### src/rtl/button_op_ctrl.sv
// Pushbutton front end: sync + debounce four buttons, emit one-cycle press events,
// and run the OFF/ON power FSM that latches the selected arithmetic operation.
module button_op_ctrl #(
    parameter int unsigned DEBOUNCE_CYCLES = 500000,
    parameter bit          BTN_ACTIVE_LOW  = 1'b1
) (
    input  logic       clk,
    input  logic       rst,
    input  logic       b_lig,
    input  logic       b_soma,
    input  logic       b_sub,
    input  logic       b_multi,
    output logic       EN,
    output logic [1:0] op,
    output logic       op_strobe,
    output logic [3:0] press
);

    localparam int unsigned   CW      = (DEBOUNCE_CYCLES > 2) ? $clog2(DEBOUNCE_CYCLES) : 1;
    localparam logic [CW-1:0] CNT_MAX = CW'(DEBOUNCE_CYCLES - 1);
    localparam logic [3:0]    RAW_REL = {4{BTN_ACTIVE_LOW}};

    typedef enum logic {
        ST_OFF = 1'b0,
        ST_ON  = 1'b1
    } state_t;

    logic [3:0]         raw;
    logic [3:0]         sync1_q, sync2_q;
    logic [3:0]         lvl;
    logic [3:0]         deb_q, deb_d;
    logic [3:0]         deb_dly_q;
    logic [3:0][CW-1:0] cnt_q, cnt_d;
    logic [3:0]         press_q;

    state_t     state_q;
    logic       en_q;
    logic [1:0] op_q;
    logic       strobe_q;

    assign raw = {b_multi, b_sub, b_soma, b_lig};
    // Sync flops keep raw polarity; normalise to 1 = pressed only after the second stage.
    assign lvl = sync2_q ^ RAW_REL;

    always_comb begin
        deb_d = deb_q;
        cnt_d = cnt_q;
        for (int i = 0; i < 4; i++) begin
            if (lvl[i] != deb_q[i]) begin
                if (cnt_q[i] == CNT_MAX) begin
                    deb_d[i] = ~deb_q[i];
                    cnt_d[i] = '0;
                end else begin
                    cnt_d[i] = cnt_q[i] + CW'(1);
                end
            end else begin
                cnt_d[i] = '0;
            end
        end
    end

    always_ff @(posedge clk or posedge rst) begin
        if (rst) begin
            sync1_q   <= RAW_REL;
            sync2_q   <= RAW_REL;
            deb_q     <= '0;
            deb_dly_q <= '0;
            cnt_q     <= '0;
            press_q   <= '0;
        end else begin
            sync1_q   <= raw;
            sync2_q   <= sync1_q;
            deb_q     <= deb_d;
            deb_dly_q <= deb_q;
            cnt_q     <= cnt_d;
            press_q   <= deb_q & ~deb_dly_q;
        end
    end

    // Power press beats any op press; among ops add > sub > mul, losers are dropped.
    always_ff @(posedge clk or posedge rst) begin
        if (rst) begin
            state_q  <= ST_OFF;
            en_q     <= 1'b0;
            op_q     <= 2'b00;
            strobe_q <= 1'b0;
        end else begin
            strobe_q <= 1'b0;
            case (state_q)
                ST_OFF: begin
                    if (press_q[0]) begin
                        state_q <= ST_ON;
                        en_q    <= 1'b1;
                        op_q    <= 2'b00;
                    end
                end
                ST_ON: begin
                    if (press_q[0]) begin
                        state_q <= ST_OFF;
                        en_q    <= 1'b0;
                        op_q    <= 2'b00;
                    end else if (press_q[1]) begin
                        op_q     <= 2'b01;
                        strobe_q <= 1'b1;
                    end else if (press_q[2]) begin
                        op_q     <= 2'b10;
                        strobe_q <= 1'b1;
                    end else if (press_q[3]) begin
                        op_q     <= 2'b11;
                        strobe_q <= 1'b1;
                    end
                end
                default: begin
                    state_q <= ST_OFF;
                    en_q    <= 1'b0;
                    op_q    <= 2'b00;
                end
            endcase
        end
    end

    assign EN        = en_q;
    assign op        = op_q;
    assign op_strobe = strobe_q;
    assign press     = press_q;

endmodule

### config.mk
export PLATFORM = sky130hd
export DESIGN_NAME = button_op_ctrl
export DESIGN_NICKNAME = d
export VERILOG_FILES = /design/src/rtl/button_op_ctrl.sv
export SDC_FILE = /design/constraint.sdc
export NUM_CORES = 1
export LEC_CHECK = 0
export CORE_ASPECT_RATIO = 1.5
export CORE_MARGIN = 2
export CORE_UTILIZATION = 63
export DETAILED_ROUTE_END_ITERATION = 7
export DONT_BUFFER_PORTS = 1
export HOLD_SLACK_MARGIN = 0.12
export PLACE_DENSITY = 0.78
export SETUP_SLACK_MARGIN = 0.15
export SYNTH_ARGS = -nofsm -noshare
export SYNTH_HDL_FRONTEND = slang
export SYNTH_SLANG_ARGS = --single-unit
### constraint.sdc
create_clock -name clk -period 3 [get_ports clk]
set_input_delay 0.15 -clock clk [delete_from_list [all_inputs] [get_ports clk]]
set_output_delay 0.15 -clock clk [all_outputs]
set_load 0.05 [all_outputs]
==> run_summary.xml <==
<?xml version="1.0" encoding="UTF-8"?>
<metrics>
  <group name="run_status">
    <metric name="outcome" unit="">completed</metric>
  </group>
  <group name="yosys">
    <metric name="synth_compound_gate_area_share" unit="">0.0673</metric>
    <metric name="yosysWarnings" unit="">0</metric>
    <metric name="syn-instance-count" unit="">456</metric>
    <metric name="number_of_synthesized_flops_with_an_enable_pin" unit="">0</metric>
    <metric name="synth_area_per_cell" unit="um^2">10.3</metric>
    <metric name="syn-cell-area" unit="mm^2">0.00469</metric>
    <metric name="synth.net_count" unit="">468</metric>
    <metric name="synthXorXnorAreaFrac" unit="">0.0953</metric>
    <metric name="synth.ff_latch_count" unit="">101</metric>
    <metric name="synth-async-reset-ratio" unit="">1.00</metric>
    <metric name="synth_mux_area_frac" unit="">0.00427</metric>
    <metric name="synth_flop_cell" unit="">dfrtp_1</metric>
    <metric name="dominant_combinational_cell_family_by_area_after_synthesis" unit="">simple AND/OR/NAND/NOR gates</metric>
    <metric name="synth-adder-area-share" unit="">0.0160</metric>
    <metric name="yosys.area_share.simple" unit="">0.247</metric>
    <metric name="synth.lib_cells_used.distinct" unit="">44</metric>
    <metric name="sequential_to_total_area_share_from_yosys_stat" unit="">0.541</metric>
  </group>
  <group name="timing">
    <metric name="hold_violations" unit="">0</metric>
    <metric name="setup_tns" unit="ns">0</metric>
    <metric name="post-route-min-period" unit="ns">2.14</metric>
    <metric name="timing_max_transition_violations_final" unit="">0</metric>
    <metric name="worst_clock_skew" unit="ns">0.00806</metric>
    <metric name="worstMarginPinSlew" unit="ns">0.732</metric>
    <metric name="max_slew_margin" unit="">0.512</metric>
    <metric name="worst_slack" unit="ns">0.859</metric>
    <metric name="grt_setup_unrepaired" unit="">no</metric>
    <metric name="setup_viol" unit="">0</metric>
    <metric name="maxClockFrequency" unit="MHz">467</metric>
    <metric name="layout_worst_path_cycle_share" unit="">0.714</metric>
  </group>
  <group name="detailed_routing">
    <metric name="drt-pass1-iter-count" unit="">5</metric>
    <metric name="post_drt_wl_per_cell" unit="um">14.5</metric>
    <metric name="wirelength" unit="mm">8.23</metric>
    <metric name="detail_route.drc_violations" unit="">0</metric>
    <metric name="vias" unit="">3354</metric>
    <metric name="antenna_violating_nets_post_route" unit="">0</metric>
    <metric name="ratio_of_routed_vias_to_standard_cells" unit="">5.89</metric>
    <metric name="detail_route.iter0.violations" unit="">253</metric>
  </group>
  <group name="setup_path">
    <metric name="worst_r2r_path_depth" unit="">4</metric>
    <metric name="regToRegEndpoint" unit="">cnt_q[63]</metric>
    <metric name="reg2reg_from" unit="">cnt_q[69]</metric>
    <metric name="startpoint_type" unit="">flip-flop</metric>
    <metric name="setup.reg_to_reg.worst_slack" unit="ns">0.86</metric>
    <metric name="cp_data_arrival_time" unit="ns">2.38</metric>
    <metric name="crit_path_end_kind" unit="">flip-flop</metric>
    <metric name="critical_path_peak_fanout" unit="">18</metric>
    <metric name="critical_path_required" unit="ns">3.24</metric>
    <metric name="criticalPathCategory" unit="">reg2reg</metric>
  </group>
  <group name="finish">
    <metric name="area.sequential" unit="mm^2">0.00254</metric>
    <metric name="syn2layout_area_growth" unit="%">7.07</metric>
    <metric name="layout-drive-gt1-share" unit="">0.0874</metric>
    <metric name="multi_input_comb_area" unit="mm^2">0.00202</metric>
    <metric name="finish.net_count" unit="">476</metric>
    <metric name="fillers" unit="">562</metric>
    <metric name="final_design_area_no_fill" unit="mm^2">0.00502</metric>
    <metric name="diodes" unit="">0</metric>
  </group>
  <group name="min_path">
    <metric name="tightest_hold_check_type" unit="">in2reg</metric>
    <metric name="hold_start" unit="">b_sub</metric>
    <metric name="hold_path_depth" unit="">1</metric>
    <metric name="min_delay_worst_endpoint" unit="">sync1_q[2]</metric>
  </group>
  <group name="cts">
    <metric name="clkLatencyLatePin" unit="ns">0.37</metric>
    <metric name="clock_input_transition_at_the_sequential_cells_of_the_worst_setup_and_hold_paths" unit="ns">0.09</metric>
    <metric name="clock-root-buffer" unit="">clkbuf_8</metric>
    <metric name="holdBufCountCts" unit="">5</metric>
    <metric name="clock_tree.htree_level_count" unit="">3</metric>
    <metric name="cts_made_buffers" unit="">9</metric>
    <metric name="ctsResizeCount" unit="">0</metric>
    <metric name="tritoncts" unit="">yes</metric>
    <metric name="max-clock-path-buffers" unit="">2</metric>
    <metric name="post-cts-setup-buffers" unit="">0</metric>
    <metric name="clock_sink_count" unit="">101</metric>
  </group>
  <group name="global_route">
    <metric name="groute.usage.overall" unit="">0.229</metric>
    <metric name="grt_max_degree" unit="">63</metric>
    <metric name="grt_first_pass_wirelength" unit="mm">14.7</metric>
    <metric name="antenna_violations_before_repair" unit="">0</metric>
    <metric name="grt_pass1_vias" unit="">3424</metric>
    <metric name="grt_overflow_total" unit="">0</metric>
  </group>
  <group name="floorplanning">
    <metric name="floorplan.initialDensity" unit="">0.649</metric>
    <metric name="rows" unit="">38</metric>
    <metric name="chipHeight" unit="um">110</metric>
    <metric name="core" unit="mm^2">0.00723</metric>
    <metric name="die-area" unit="mm^2">0.00816</metric>
    <metric name="top_level_ports" unit="">14</metric>
    <metric name="floorplan.die.width" unit="um">74.4</metric>
  </group>
  <group name="placement">
    <metric name="port_buffers" unit="">0</metric>
    <metric name="place_congestion" unit="">0.796</metric>
    <metric name="place_area" unit="mm^2">0.00478</metric>
    <metric name="detailed_place_hpwl" unit="mm">5.66</metric>
    <metric name="dpl_worst_slack" unit="ns">0.868</metric>
  </group>
  <group name="power_and_ir_drop">
    <metric name="irDropWorstVdd" unit="V">0.000367</metric>
    <metric name="power.static_leakage" unit="nW">2.02</metric>
    <metric name="power_density" unit="mW/mm^2">465</metric>
  </group>
  <group name="run">
    <metric name="max_cap_violations" unit="">0</metric>
  </group>
</metrics>
cell type report:
| cell class | count | share of cell area |
|---|---|---|
| inverter | 19 | 0.0147 |
| clock buffer | 12 | 0.0289 |
| multi-input combinational | 325 | 0.402 |
| tap | 100 | 0.0249 |
| clock inverter | 4 | 0.00947 |
| sequential | 101 | 0.506 |
| timing repair buffer | 8 | 0.0145 |
cells in the final DEF (no fill, tap or decap), drive strengths merged, types with 11 or more instances in the layout:
master,count
o21ai,18
nor3,12
xor2,17
or3,11
nand4,20
dfrtp,93
nand3,23
nand2,27
nor2,67
or4,12
inv,19
a21oi,23
clkbuf,12
xnor2,34
cell usage after synthesis (all sizes together), types with 4 or more instances:
cell type	count	area [um^2]
or3	11	68.8
a21oi	23	115
inv	19	71.3
nor3	12	60.1
nor4	10	62.6
and3	4	25.0
and4	7	62.6
or4	12	93.8
o21ai	18	105
ha	6	75.1
buf	4	32.5
dfrtp	93	2330
o31ai	8	60.1
nand3	23	120
nand2	27	101
dfstp	8	210
xnor2	34	298
nor2	67	251
clkbuf	7	28.8
or4b	7	70.1
and2	4	25.0
xor2	17	149
nand4	20	144
sequential cells by signal (all words and copies together), names as in the netlist:
register,count
state_q,1
op_strobe,1
sync1_q,4
press,4
deb_dly_q,4
deb_q,4
cnt_q,76
sync2_q,4
op,2
EN,1
metrics by stage:
stage	utilization	instances	hold slack, ns	power [mW]
final	0.694	569	0.317	2.34
after global placement	0.661	548	0.155	1.50
after floorplan	-	456	0.154	1.48
after global routing	0.694	569	0.303	2.44
after CTS	0.694	569	0.299	2.36
after detailed placement	0.661	548	0.155	1.51
metal layers:
layer	global-route usage	vias to the layer above	wire (um)	part of all wire
met5	0	-	0	0
met4	0.0931	0	143	0.017
met3	0.0495	13	257	0.031
met2	0.393	56	4300	0.52
met1	0.276	1662	3530	0.43
li1	-	1623	-	-
worst max path at each step:
stage / startpoint / endpoint / depth (start not counted)
2_1_floorplan: rst / EN / 1
3_3_place_gp: cnt_q[69] / cnt_q[60] / 4
3_5_place_dp: cnt_q[69] / cnt_q[59] / 4
4_1_cts: cnt_q[69] / cnt_q[63] / 4
5_1_grt: cnt_q[38] / cnt_q[52] / 5
6_report: cnt_q[69] / cnt_q[63] / 4
where the power goes:
group | switching, mW | internal (mW) | total (mW)
clock network | 0.447 | 0.407 | 0.854
registers | 0.0176 | 1.38 | 1.40
logic | 0.0569 | 0.0237 | 0.0806
total | 0.522 | 1.81 | 2.34
cells by family after synthesis:
| logic type | after synthesis |
|---|---|
| AO/OA/AOI/OAI | 53 |
| XOR/XNOR | 51 |
| flip-flops | 101 |
| adder cells (fa/ha/maj) | 6 |
| multiplexers | 2 |
| AND/OR/NAND/NOR | 213 |
| buffers and inverters | 30 |
worst max-delay path: stages, from the launching register on:
cell	delay, ns
dfrtp_1	0.44
or4b_1	0.51
or4_4	0.55
o21ai_4	0.41
nor2_1	0.11
Note: power is estimated with default switching activity, not from simulation.
